<file path="src/rtl/riscv_pkg.sv">
// rtl/riscv_pkg.sv - shared branch constants, FSM state encoding and default datapath width
package riscv_pkg;

    localparam int XLEN_DEF = 32;

    localparam logic [2:0] F3_BEQ  = 3'b000;
    localparam logic [2:0] F3_BNE  = 3'b001;
    localparam logic [2:0] F3_BLT  = 3'b100;
    localparam logic [2:0] F3_BGE  = 3'b101;
    localparam logic [2:0] F3_BLTU = 3'b110;
    localparam logic [2:0] F3_BGEU = 3'b111;

    typedef enum logic {
        BR_IDLE  = 1'b0,
        BR_REDIR = 1'b1
    } br_state_e;

endpackage

</file>
<file path="src/rtl/branch_resolve_unit_if.sv">
// rtl/branch_resolve_unit_if.sv - decode/fetch-facing signals of the branch resolve unit
interface branch_resolve_unit_if #(
    parameter int XLEN = riscv_pkg::XLEN_DEF
);
    logic            br_valid;
    logic            br_ready;
    logic            is_jal;
    logic [2:0]      br_funct3;
    logic [XLEN-1:0] rs1_data;
    logic [XLEN-1:0] rs2_data;
    logic [XLEN-1:0] pc;
    logic [XLEN-1:0] imm;
    logic            pc_ctr;
    logic [XLEN-1:0] pc_plus_four;
    logic [XLEN-1:0] pc_plus_offset;
    logic            redirect_valid;
    logic            fetch_ready;
    logic            flush;
    logic            illegal_br;

    modport master (
        output br_valid, is_jal, br_funct3, rs1_data, rs2_data, pc, imm, fetch_ready,
        input  br_ready, pc_ctr, pc_plus_four, pc_plus_offset, redirect_valid, flush, illegal_br
    );

    modport slave (
        input  br_valid, is_jal, br_funct3, rs1_data, rs2_data, pc, imm, fetch_ready,
        output br_ready, pc_ctr, pc_plus_four, pc_plus_offset, redirect_valid, flush, illegal_br
    );
endinterface

</file>
<file path="src/rtl/branch_cmp.sv">
// rtl/branch_cmp.sv - combinational branch condition evaluation from funct3 and operands
module branch_cmp
    import riscv_pkg::*;
#(
    parameter int XLEN = XLEN_DEF
) (
    input  logic [2:0]      funct3,
    input  logic [XLEN-1:0] rs1,
    input  logic [XLEN-1:0] rs2,
    output logic            taken,
    output logic            illegal
);
    always_comb begin
        taken   = 1'b0;
        illegal = 1'b0;
        case (funct3)
            F3_BEQ:  taken = (rs1 == rs2);
            F3_BNE:  taken = (rs1 != rs2);
            F3_BLT:  taken = ($signed(rs1) <  $signed(rs2));
            F3_BGE:  taken = ($signed(rs1) >= $signed(rs2));
            F3_BLTU: taken = (rs1 <  rs2);
            F3_BGEU: taken = (rs1 >= rs2);
            default: illegal = 1'b1;
        endcase
    end
endmodule

</file>
<file path="src/rtl/branch_resolve_unit.sv">
// rtl/branch_resolve_unit.sv - resolves branches/JAL and holds taken redirects for fetch; BRANCH_STATS_EN adds counters
module branch_resolve_unit
    import riscv_pkg::*;
#(
    parameter int XLEN  = XLEN_DEF,
    parameter int CNT_W = 32
) (
    input  logic             clk,
    input  logic             rst_n,
    branch_resolve_unit_if.slave bus
`ifdef BRANCH_STATS_EN
    ,
    output logic [CNT_W-1:0] br_taken_cnt,
    output logic [CNT_W-1:0] br_total_cnt
`endif
);
    br_state_e state;
    logic      accept;
    logic      cmp_taken;
    logic      cmp_illegal;
    logic      take;
    logic      illegal;

    branch_cmp #(.XLEN(XLEN)) u_cmp (
        .funct3  (bus.br_funct3),
        .rs1     (bus.rs1_data),
        .rs2     (bus.rs2_data),
        .taken   (cmp_taken),
        .illegal (cmp_illegal)
    );

    // JAL ignores funct3 entirely, so it can never raise the illegal pulse.
    assign take    = bus.is_jal | cmp_taken;
    assign illegal = ~bus.is_jal & cmp_illegal;

    assign bus.br_ready = (state == BR_IDLE);
    assign accept       = bus.br_valid & bus.br_ready;
    assign bus.flush    = bus.redirect_valid & bus.fetch_ready;

    always_ff @(posedge clk or negedge rst_n) begin
        if (!rst_n) begin
            state              <= BR_IDLE;
            bus.pc_ctr         <= 1'b0;
            bus.redirect_valid <= 1'b0;
            bus.illegal_br     <= 1'b0;
            bus.pc_plus_four   <= '0;
            bus.pc_plus_offset <= '0;
        end else begin
            bus.illegal_br <= 1'b0;
            case (state)
                BR_IDLE: begin
                    if (accept) begin
                        bus.pc_plus_four   <= bus.pc + XLEN'(4);
                        bus.pc_plus_offset <= bus.pc + bus.imm;
                        bus.illegal_br     <= illegal;
                        bus.pc_ctr         <= take;
                        bus.redirect_valid <= take;
                        if (take) state <= BR_REDIR;
                    end
                end
                BR_REDIR: begin
                    if (bus.fetch_ready) begin
                        bus.pc_ctr         <= 1'b0;
                        bus.redirect_valid <= 1'b0;
                        state              <= BR_IDLE;
                    end
                end
                default: state <= BR_IDLE;
            endcase
        end
    end

`ifdef BRANCH_STATS_EN
    always_ff @(posedge clk or negedge rst_n) begin
        if (!rst_n) begin
            br_taken_cnt <= '0;
            br_total_cnt <= '0;
        end else if (accept) begin
            if (br_total_cnt != '1)        br_total_cnt <= br_total_cnt + 1'b1;
            if (take && br_taken_cnt != '1) br_taken_cnt <= br_taken_cnt + 1'b1;
        end
    end
`endif
endmodule
</file>
<file path="src/flat_wrapper.sv">
// flat-port wrapper written by rule: the top's interface ports become plain ports
module branch_resolve_unit_flat import riscv_pkg::*;
#(
    parameter int XLEN  = XLEN_DEF,
    parameter int CNT_W = 32
)
  (clk, rst_n, bus_br_valid, bus_is_jal, bus_br_funct3, bus_rs1_data, bus_rs2_data, bus_pc, bus_imm, bus_fetch_ready, bus_br_ready, bus_pc_ctr, bus_pc_plus_four, bus_pc_plus_offset, bus_redirect_valid, bus_flush, bus_illegal_br);
  branch_resolve_unit_if #(.XLEN(XLEN)) bus_i ();
  input  logic clk;
  input  logic rst_n;
  input wire logic [$bits(bus_i.br_valid)-1:0] bus_br_valid;
  input wire logic [$bits(bus_i.is_jal)-1:0] bus_is_jal;
  input wire logic [$bits(bus_i.br_funct3)-1:0] bus_br_funct3;
  input wire logic [$bits(bus_i.rs1_data)-1:0] bus_rs1_data;
  input wire logic [$bits(bus_i.rs2_data)-1:0] bus_rs2_data;
  input wire logic [$bits(bus_i.pc)-1:0] bus_pc;
  input wire logic [$bits(bus_i.imm)-1:0] bus_imm;
  input wire logic [$bits(bus_i.fetch_ready)-1:0] bus_fetch_ready;
  output wire logic [$bits(bus_i.br_ready)-1:0] bus_br_ready;
  output wire logic [$bits(bus_i.pc_ctr)-1:0] bus_pc_ctr;
  output wire logic [$bits(bus_i.pc_plus_four)-1:0] bus_pc_plus_four;
  output wire logic [$bits(bus_i.pc_plus_offset)-1:0] bus_pc_plus_offset;
  output wire logic [$bits(bus_i.redirect_valid)-1:0] bus_redirect_valid;
  output wire logic [$bits(bus_i.flush)-1:0] bus_flush;
  output wire logic [$bits(bus_i.illegal_br)-1:0] bus_illegal_br;
  assign bus_i.br_valid = bus_br_valid;
  assign bus_i.is_jal = bus_is_jal;
  assign bus_i.br_funct3 = bus_br_funct3;
  assign bus_i.rs1_data = bus_rs1_data;
  assign bus_i.rs2_data = bus_rs2_data;
  assign bus_i.pc = bus_pc;
  assign bus_i.imm = bus_imm;
  assign bus_i.fetch_ready = bus_fetch_ready;
  assign bus_br_ready = bus_i.br_ready;
  assign bus_pc_ctr = bus_i.pc_ctr;
  assign bus_pc_plus_four = bus_i.pc_plus_four;
  assign bus_pc_plus_offset = bus_i.pc_plus_offset;
  assign bus_redirect_valid = bus_i.redirect_valid;
  assign bus_flush = bus_i.flush;
  assign bus_illegal_br = bus_i.illegal_br;
  branch_resolve_unit #(.XLEN(XLEN), .CNT_W(CNT_W)) u_core (.clk(clk), .rst_n(rst_n), .bus(bus_i));
endmodule
</file>
<file path="config.mk">
export PLATFORM = sky130hd
export DESIGN_NAME = branch_resolve_unit_flat
export DESIGN_NICKNAME = d
export VERILOG_FILES = /design/src/rtl/riscv_pkg.sv /design/src/rtl/branch_resolve_unit_if.sv /design/src/rtl/branch_cmp.sv /design/src/rtl/branch_resolve_unit.sv /design/src/flat_wrapper.sv
export SDC_FILE = /design/constraint.sdc
export NUM_CORES = 1
export LEC_CHECK = 0
export ABC_CLOCK_PERIOD_IN_PS = 3000
export CAP_MARGIN = 40
export CORE_MARGIN = 2
export CORE_UTILIZATION = 49
export CTS_CLUSTER_DIAMETER = 50
export CTS_CLUSTER_SIZE = 28
export DETAILED_ROUTE_END_ITERATION = 12
export PLACE_DENSITY_LB_ADDON = 0.1
export SYNTH_ARGS = -nofsm -noshare
export SYNTH_HDL_FRONTEND = slang
export SYNTH_SLANG_ARGS = --single-unit
</file>
<file path="constraint.sdc">
create_clock -name clk -period 3 [get_ports clk]
set_input_delay 0.45 -clock clk [delete_from_list [all_inputs] [get_ports clk]]
set_output_delay 0.45 -clock clk [all_outputs]
set_load 0.02 [all_outputs]
</file>
# Word level (Yosys, flattened, before mapping)
# Cells that the tools add are included.
word_totals:
  latchBits: 0
  elab_cells: 41
  n_memories: 0
  romBits: 0
  register_bits: 67
  inputBits: 136
  ramBits: 0
classes:
  n_bitwise: 6
  n_mul: 0
  eq_ne: 9
  n_reduce_logical: 4
  magnitude_cmp: 4
  mux: 11
  n_addsub: 2
  div: 0
  shifts: 0
op_table:
  columns: ["operator", "n"]
  rows:
  - ["32-bit greater-or-equal comparator", 2]
  - ["32-bit < comparator", 2]
  - ["32-bit by 3-bit adder with 32-bit output (second input constant)", 1]
  - ["32-bit adder", 1]
  - ["32-bit == test", 1]
  - ["32-bit != test", 1]
  - ["3-bit == test (second input constant)", 4]
  - ["1-bit two-way mux", 8]
  - ["1-bit one-hot mux with 6 select lines", 1]
  - ["6-bit OR reduction", 1]
  - ["2-bit != test (second input constant)", 2]
  - ["1-bit one-hot mux with 2 select lines", 2]
  - ["2-bit AND reduction", 2]
  - ["1-bit bitwise AND", 3]
  - ["3-bit by 1-bit == test with 1-bit output (second input constant)", 1]
  - ["3-bit logical NOT", 1]
  - ["1-bit inverter", 2]
  - ["1-bit bitwise OR", 1]

# Longest topological paths before layout
# Gate-level depths: netlist (run 1).
logic_depth:
  ltp_word: 6
  ltp_mapped: 12

# Modules after synthesis
# Synthesis (run 1) repeated with hierarchy kept, for this count alone.
hier_totals:
  hier_cells: 655
  area_unflattened_um2: 5487.8
modules_own_cells:
  columns: ["module", "cells_per_inst", "n_inst", "seq_area_each_um2", "area_each_um2"]
  rows:
  - ["branch_resolve_unit", 526, 1, 1676.6, 4558.1]
  - ["branch_cmp", 129, 1, 0.0, 929.6]

# Worst setup path before layout (run 1)
# OpenSTA, ideal clock, no wires.
synth_path:
  path_kind: "input-to-reg"
  startpoint: "in bus_imm[12]"
  endpoint: "reg u_core.bus.pc_plus_offset[30]"
  path_stages: 10
  setup_time_ns: 0.071
  setup_slack_ns: 0.268
  path_buffers: 0
  arrival_ns: 2.662
  required_ns: 2.929
  path_cell_list: "ha_1 > a21o_1 > a31o_1 > a211oi_4 > a21oi_2 > o311ai_2 > a21oi_1 > o31a_1 > or4_1 > nand4_1"
synth_via:
  elab_chain_len: 1
synth_lines:
  columns: ["element", "line_no", "text"]
  rows:
  - ["from (decl)", "flat_wrapper.sv:17", "input wire logic [$bits(bus_i.imm)-1:0] bus_imm;"]
  - ["32-bit adder", "branch_resolve_unit.sv:54", "bus.pc_plus_offset <= bus.pc + bus.imm;"]
  - ["to (signal assigned)", "branch_resolve_unit.sv:54", null]
  - ["to (decl)", "branch_resolve_unit_if.sv:28", "output br_ready, pc_ctr, pc_plus_four, pc_plus_offset, redirect_valid, flush, illegal_br"]
# No other way between the ends.
# A chain may end at the register's enable or synchronous reset.

# Worst setup path in the final report (run 1)
layout_path:
  startpoint: "in bus_pc[7]"
  endpoint: "reg u_core.bus.pc_plus_offset[30]"
layout_via:
  elab_chain_len: 1
layout_lines:
  columns: ["element", "line_no", "text"]
  rows:
  - ["from (decl)", "flat_wrapper.sv:16", "input wire logic [$bits(bus_i.pc)-1:0] bus_pc;"]
  - ["32-bit adder", "branch_resolve_unit.sv:54", null]
# No other way between the ends.

==> results of run 1 <==
Yosys cell counts (3+ instances only):
master                     count
sky130_fd_sc_hd__xor2_1       36
sky130_fd_sc_hd__nand4_1      17
sky130_fd_sc_hd__inv_1        44
sky130_fd_sc_hd__xnor2_1      20
sky130_fd_sc_hd__o21ai_1       4
sky130_fd_sc_hd__nor2b_1       6
sky130_fd_sc_hd__nor3_1       10
sky130_fd_sc_hd__ha_1         64
sky130_fd_sc_hd__nand3_1      18
sky130_fd_sc_hd__and2_1        3
sky130_fd_sc_hd__buf_4         3
sky130_fd_sc_hd__dfrtp_1      67
sky130_fd_sc_hd__a21o_1       10
sky130_fd_sc_hd__and3_1        9
sky130_fd_sc_hd__o21ai_0      74
sky130_fd_sc_hd__o31a_1        3
sky130_fd_sc_hd__o21a_1        3
sky130_fd_sc_hd__nor4_1        4
sky130_fd_sc_hd__clkbuf_1     13
sky130_fd_sc_hd__nand2_1     108
sky130_fd_sc_hd__a21oi_1      49
sky130_fd_sc_hd__o21bai_1      5
sky130_fd_sc_hd__a211oi_1     10
sky130_fd_sc_hd__or2_2         4
sky130_fd_sc_hd__nand2b_1      4
sky130_fd_sc_hd__nor2_1       29
state kept, by name, summed over array words and instances, names as in the netlist:
name	count
u_core.bus.illegal_br	1
u_core.bus.pc_plus_offset	32
u_core.bus.pc_ctr	1
u_core.state	1
u_core.bus.pc_plus_four	32
power breakdown:
part           internal (mW)  leakage [nW]  switching (mW)  total, mW
Combinational           1.01          2.94            1.04       2.05
Clock                  0.635         0.125           0.392       1.03
Sequential              1.15         0.819           0.147       1.30
Total                   2.80          3.88            1.58       4.37
final cells by class:
cell class / instances / area (µm²)
Inverter: 44 / 165
Clock buffer: 9 / 124
Clock inverter: 7 / 140
Tap cell: 140 / 175
Sequential cell: 67 / 1680
Multi-Input combinational cell: 520 / 3540
Fill cell: 727 / 2140
Timing Repair Buffer: 290 / 2730
how the worst max path moves through the flow:
stage / cells after the start / end / startpoint / slack [ps]
2_1_floorplan: 10 / u_core.bus.pc_plus_offset[30] / bus_imm[12] / 270
3_3_place_gp: 11 / u_core.bus.pc_plus_offset[31] / bus_pc[2] / -350
3_5_place_dp: 11 / u_core.bus.pc_plus_offset[31] / bus_pc[2] / -440
4_1_cts: 10 / u_core.bus.pc_plus_offset[30] / bus_imm[17] / 20
5_1_grt: 11 / u_core.bus.pc_plus_offset[30] / bus_pc[7] / -100
6_report: 11 / u_core.bus.pc_plus_offset[30] / bus_pc[7] / 10
routing by layer:
layer	vias up	part of all wire	global-route usage
li1	2851	-	-
met1	2733	0.38	0.324
met2	237	0.52	0.506
met3	39	0.074	0.0639
met4	0	0.026	0.114
met5	-	0	0
what timing repair did:
item                       CTS  global route
gates resized for setup      3            24
setup endpoints to repair    3             9
pin swaps                    1             9
through the flow:
stage / hold WS [ps] / setup slack [ps] / setup TNS [ps] / utilization
global placement: 458 / -347 / -2730 / 0.759
CTS: 75.0 / 21.7 / 0 / 0.788
floorplan: 154 / 268 / 0 / -
detailed placement: 462 / -440 / -3360 / 0.761
finish: 72.2 / 12.6 / 0 / 0.800
global route: 97.2 / -101 / -135 / 0.800
worst max-delay path: stages:
cell and delay (ps):
sky130_fd_sc_hd__clkdlybuf4s50_1 560, sky130_fd_sc_hd__ha_4 250, sky130_fd_sc_hd__a21oi_1 240, sky130_fd_sc_hd__o21ai_0 180
sky130_fd_sc_hd__o21ai_2 240, sky130_fd_sc_hd__a21oi_2 120, sky130_fd_sc_hd__o311ai_4 360, sky130_fd_sc_hd__a21oi_2 100
sky130_fd_sc_hd__o31a_1 280, sky130_fd_sc_hd__or4_1 420, sky130_fd_sc_hd__nand4_1 90
cells by family after synthesis:
kind of cell	count (synthesis)
AO/OA/AOI/OAI	176
flip-flops	67
XOR/XNOR	56
multiplexers	3
buffers and inverters	60
AND/OR/NAND/NOR	220
adder cells (fa/ha/maj)	65
placed cells by master (no fill, tap or decap), types with 5 or more instances in the layout:
master / n
sky130_fd_sc_hd__and3_1: 8
sky130_fd_sc_hd__nor2b_1: 6
sky130_fd_sc_hd__nand3_1: 17
sky130_fd_sc_hd__o21bai_1: 5
sky130_fd_sc_hd__a211oi_1: 7
sky130_fd_sc_hd__buf_4: 84
sky130_fd_sc_hd__inv_1: 44
sky130_fd_sc_hd__xor2_1: 36
sky130_fd_sc_hd__ha_1: 58
sky130_fd_sc_hd__clkdlybuf4s50_1: 197
sky130_fd_sc_hd__o21ai_0: 72
sky130_fd_sc_hd__a21o_1: 10
sky130_fd_sc_hd__nor2_1: 29
sky130_fd_sc_hd__dfrtp_1: 67
sky130_fd_sc_hd__dlymetal6s2s_1: 6
sky130_fd_sc_hd__o21ai_1: 5
sky130_fd_sc_hd__ha_4: 5
sky130_fd_sc_hd__a21oi_1: 46
sky130_fd_sc_hd__clkbuf_8: 9
sky130_fd_sc_hd__xnor2_1: 20
sky130_fd_sc_hd__nand4_1: 17
sky130_fd_sc_hd__nand2_1: 107
sky130_fd_sc_hd__nor3_1: 10
==> metrics.txt, run 1 <==
post-detailed-route via-to-cell ratio approximately 5.4; count of hold-fix buffers inserted at cts 0; First DRT Iteration DRCs between 300 and 400; H-tree lvl count 3; total wirelength of the detailed-routed design 17,300 µm; crit path time final between 2000 and 3000 ps; slew margin rel. 0.471; RSZ-0062 raised after global routing true; critical path start-end classification input port to flip-flop; flip-flop cell with the highest count after synthesis sky130_fd_sc_hd__dfrtp_1; mean instance size in the synthesized netlist 8.22 µm²; post-synthesis share of cell area spent on full adders, half adders and majority gates 0.154; Die Outline Area 11,700 µm²; EDFF count, synth 0; initial antenna violation count 0; final non-filler cell total roughly 1,100; number of nets with antenna violations after detailed routing 0; top cell type's share of synthesized area 0.315; routed via count around 5,900; register bit total from synthesis 67; final antenna diode count 0; endpoint type of the worst setup path flip-flop; ratio of cells with drive above 1 in the final layout 0.142; Leak between 3 and 4 nW; Reg2Reg Launch Point u_core.state; via count of the first global-routing pass 5,753; buffers inserted by post-CTS timing repair 0; net total in the final layout about 1,100; critical path arrival between 3000 and 4000 ps; syn nets roughly 850; fraction of the yosys area taken by sequential cells 0.315; Tightest Pin Transition around 800 ps; wire length of the first global-routing pass around 26,000 µm; GRT Util Overall 0.282; # placed instances ~1,100; area of the mapped netlist 5320 µm²; DRC 0; end of the worst register-to-register path u_core.bus.pc_plus_offset[4]; final count of negative-setup-slack endpoints 0; clock input transition at the sequential cells of the worst setup and hold paths 80 ps; maximum number of pins on one net before global-route repair 84; length of the first detailed-routing pass in iterations 5; class of the tightest hold or removal check input port to async pin; power density cells a little over 500 nW/µm²; CTS Buffer Depth 2; count of unique library cells instantiated by Yosys 50; maximum resistive drop on vdd roughly 0.34 mV; parity-gate share of the synthesized area counting xor and xnor cells 0.0922; highest attainable clock frequency roughly 330 MHz; Crit Path Max Fanout 4; simple-gate area share of the yosys netlist 0.192; final global-route overflow total 0; die height 108 µm; Yosys top cell by area sky130_fd_sc_hd__dfrtp_1; final instance area between 8000 and 9000 µm²; clock tree from TritonCTS done; Worst R2R Path Depth 4; number of sinks handled by clock tree synthesis 67; average wire length per cell after detail routing 16.0 µm; Max Slew Vio Count 0; Core Region around 11,000 µm²; Root Driver sky130_fd_sc_hd__clkbuf_8; largest family of logic cells by synthesized area compound AO/OA/AOI/OAI gates; final clock skew 11.3 ps; starting density of the core 0.497; largest cells by area after synthesis sky130_fd_sc_hd__dfrtp_1, sky130_fd_sc_hd__ha_1, sky130_fd_sc_hd__nand2_1; site row count 38; routability congestion estimate slightly below 0.9; x dimension of the die roughly 110 µm; placement-stage cell area between 8000 and 9000 µm²; outcome finished, final reports clean; number of ports placed on the die boundary about 210; Overall Power ~4.4 mW; Worst EP required ~3300 ps; count of final hold-check violations 0; crit start category input port; number of buffers added by the clock tree synthesis step 9; Port Buffer Count a little over 200; compound-gate portion of the synthesized area 0.196; count of yosys warnings during synthesis 0; Maximum Capacitance Violations 0; FF-to-FF setup slack between 1000 and 1500 ps; share of synthesized flip-flops with an asynchronous set or reset 1.00; clk_lat worst skew around 360 ps; post-synthesis mux area share 0.00612; Synth-to-Final Area Change 60.8%; gate count after technology mapping 647; HPWL Detailed around 13,000 µm; fraction of the cycle the final worst path needs 0.996
(Power assumes the default switching activity.)
==> run 2: changes to the inputs <==
- RECOVER_POWER: unset -> 50
==> run 2 against run 1 <==
The flow now finishes with violations (setup timing). Wire length increased by 0.17%. Die area unchanged. Clock-buffer cell count unchanged. Combinational power about the same. Critical endpoint unchanged. Final cell count unchanged. Worst setup slack got worse by 19 ps.
==> metrics.txt, run 2 (same netlist as run 1, synthesis figures left out) <==
clk_lat worst skew 360 ps (about the same); Die Outline Area 11,700 µm² (unchanged); clock input transition at the sequential cells of the worst setup and hold paths 80 ps (about the same); biggest regs u_core.bus.pc_plus_four x32, u_core.bus.pc_plus_offset x32; First DRT Iteration DRCs 345 (+1.5%); count of final hold-check violations 0 (unchanged); routability congestion estimate 0.864 (unchanged); final count of negative-setup-slack endpoints 1 (+1); final instance area 8530 µm² (-0.31%); critical path arrival 3300 ps (+20 ps); number of sinks handled by clock tree synthesis 67 (unchanged); number of nets with antenna violations after detailed routing 0 (unchanged); power density cells 512 nW/µm² (+0.18%); worst setup slack after layout -6.91 ps (-19.5 ps); FF+latch area 1680 µm² (unchanged); die height 108 µm (unchanged); routed via count 5,869 (+0.15%); most frequent cells in the layout sky130_fd_sc_hd__clkdlybuf4s50_1, sky130_fd_sc_hd__nand2_1, sky130_fd_sc_hd__buf_4; via count of the first global-routing pass 5,753 (unchanged); smallest hold slack 432 ps (+360 ps); outcome finished, violations left; crit start category input port; wire length of the first global-routing pass 26,200 µm (unchanged); CTS Buffer Depth 2 (unchanged); # placed instances 1,061 (unchanged); initial antenna violation count 0 (unchanged); Overall Power 4.37 mW (-0.13%); Core Region 10,700 µm² (unchanged); buffers inserted by post-CTS timing repair 0 (unchanged); x dimension of the die 108 µm (unchanged); final non-filler cell total 1,077 (unchanged); total wirelength of the detailed-routed design 17,300 µm (+0.17%); Root Driver sky130_fd_sc_hd__clkbuf_8; Maximum Capacitance Violations 0 (unchanged); Leak 3.87 nW (-0.30%); count of hold-fix buffers inserted at cts 0 (unchanged); number of buffers added by the clock tree synthesis step 9 (unchanged); Crit Path Max Fanout 4 (unchanged); RSZ-0062 raised after global routing true; fill cell total of the finished layout 730 (+0.41%); Max Slew Vio Count 0 (unchanged); Worst EP required 3290 ps (about the same); fraction of the cycle the final worst path needs 1.00 (+0.00649); net total in the final layout 1,133 (unchanged); footprint of the multi-input gates 3540 µm² (unchanged); post-detailed-route via-to-cell ratio 5.45 (+0.15%); number of ports placed on the die boundary 205 (unchanged); setup TNS -6.91 ps (-6.91 ps); Synth-to-Final Area Change 60.4%; ratio of cells with drive above 1 in the final layout 0.141 (-0.00107); setup slack at placement -440 ps (unchanged); maximum resistive drop on vdd 0.340 mV (+0.29%); crit path time final 3010 ps (+19.5 ps); Tightest Pin Transition 1270 ps (+480 ps); core occupancy in the finished layout 0.797 (-0.00246); Port Buffer Count 204 (unchanged); site row count 38 (unchanged); length of the first detailed-routing pass in iterations 5 (unchanged); final antenna diode count 0 (unchanged); HPWL Detailed 13,300 µm (unchanged); leading cell type in the layout, fill and taps excluded sky130_fd_sc_hd__clkdlybuf4s50_1; highest attainable clock frequency 333 MHz (-0.65%); average wire length per cell after detail routing 16.1 µm (+0.17%); GRT Util Overall 0.282 (unchanged); maximum number of pins on one net before global-route repair 84 (unchanged); endpoint type of the worst setup path flip-flop; critical path start-end classification input port to flip-flop; starting density of the core 0.497 (unchanged); H-tree lvl count 3 (unchanged); failing checks setup timing; clock tree from TritonCTS done; final global-route overflow total 0 (unchanged); placement-stage cell area 8140 µm² (unchanged); DRC 0 (unchanged); slew margin rel. 0.151 (-0.320); final clock skew 10.7 ps (-0.548 ps); class of the tightest hold or removal check input port to async pin
run 2: report_power, final:
| group | internal, mW | switching, mW |
|---|---|---|
| clock | 0.635 | 0.391 |
| combinational | 1.01 | 1.04 |
| sequential | 1.15 | 0.147 |
| total | 2.79 | 1.57 |
run 2: cell type report:
class | count | share of cell area
Clock buffer | 9 | 0.0145
Multi-Input combinational cell | 520 | 0.415
Inverter | 44 | 0.0194
Tap cell | 140 | 0.0205
Clock inverter | 7 | 0.0164
Sequential cell | 67 | 0.197
Timing Repair Buffer | 290 | 0.317
run 2: critical path, cell delays in order:
cell and delay [ps]:
sky130_fd_sc_hd__clkdlybuf4s50_1 560, sky130_fd_sc_hd__ha_4 250, sky130_fd_sc_hd__a21oi_1 240, sky130_fd_sc_hd__o21ai_0 180, sky130_fd_sc_hd__o21ai_2 250, sky130_fd_sc_hd__a21oi_2 120, sky130_fd_sc_hd__o311ai_4 360, sky130_fd_sc_hd__a21oi_2 100
sky130_fd_sc_hd__o31a_1 280, sky130_fd_sc_hd__or4_1 420, sky130_fd_sc_hd__nand4_1 90
run 2: per-layer routing:
| layer | wire (µm) | up-vias | global-route usage | part of all wire |
|---|---|---|---|---|
| met3 | 1300 | 44 | 0.0639 | 0.075 |
| met2 | 8900 | 242 | 0.506 | 0.51 |
| li1 | - | 2850 | - | - |
| met1 | 6620 | 2733 | 0.324 | 0.38 |
| met5 | 0 | - | 0 | 0 |
| met4 | 486 | 0 | 0.114 | 0.028 |
run 2: repair_timing:
item	CTS	global route
pin swaps	1	9
resized for setup	3	24
endpoints found under the setup margin	3	9
run 2: final timing paths:
kind                       slack, ps                            end                    startpoint  cells after the start
max                               -7  u_core.bus.pc_plus_offset[30]                     bus_pc[7]                     11
min                              430  u_core.bus.pc_plus_offset[30]                         rst_n                      2
max reg2reg                     1280   u_core.bus.pc_plus_offset[4]                  u_core.state                      4
min reg2reg                      480   u_core.bus.pc_plus_offset[8]  u_core.bus.pc_plus_offset[8]                      2
max in group asynchronous        780     u_core.bus.pc_plus_four[9]                         rst_n                      3
min in group clk                 450     u_core.bus.pc_plus_four[2]                     bus_pc[2]                      2
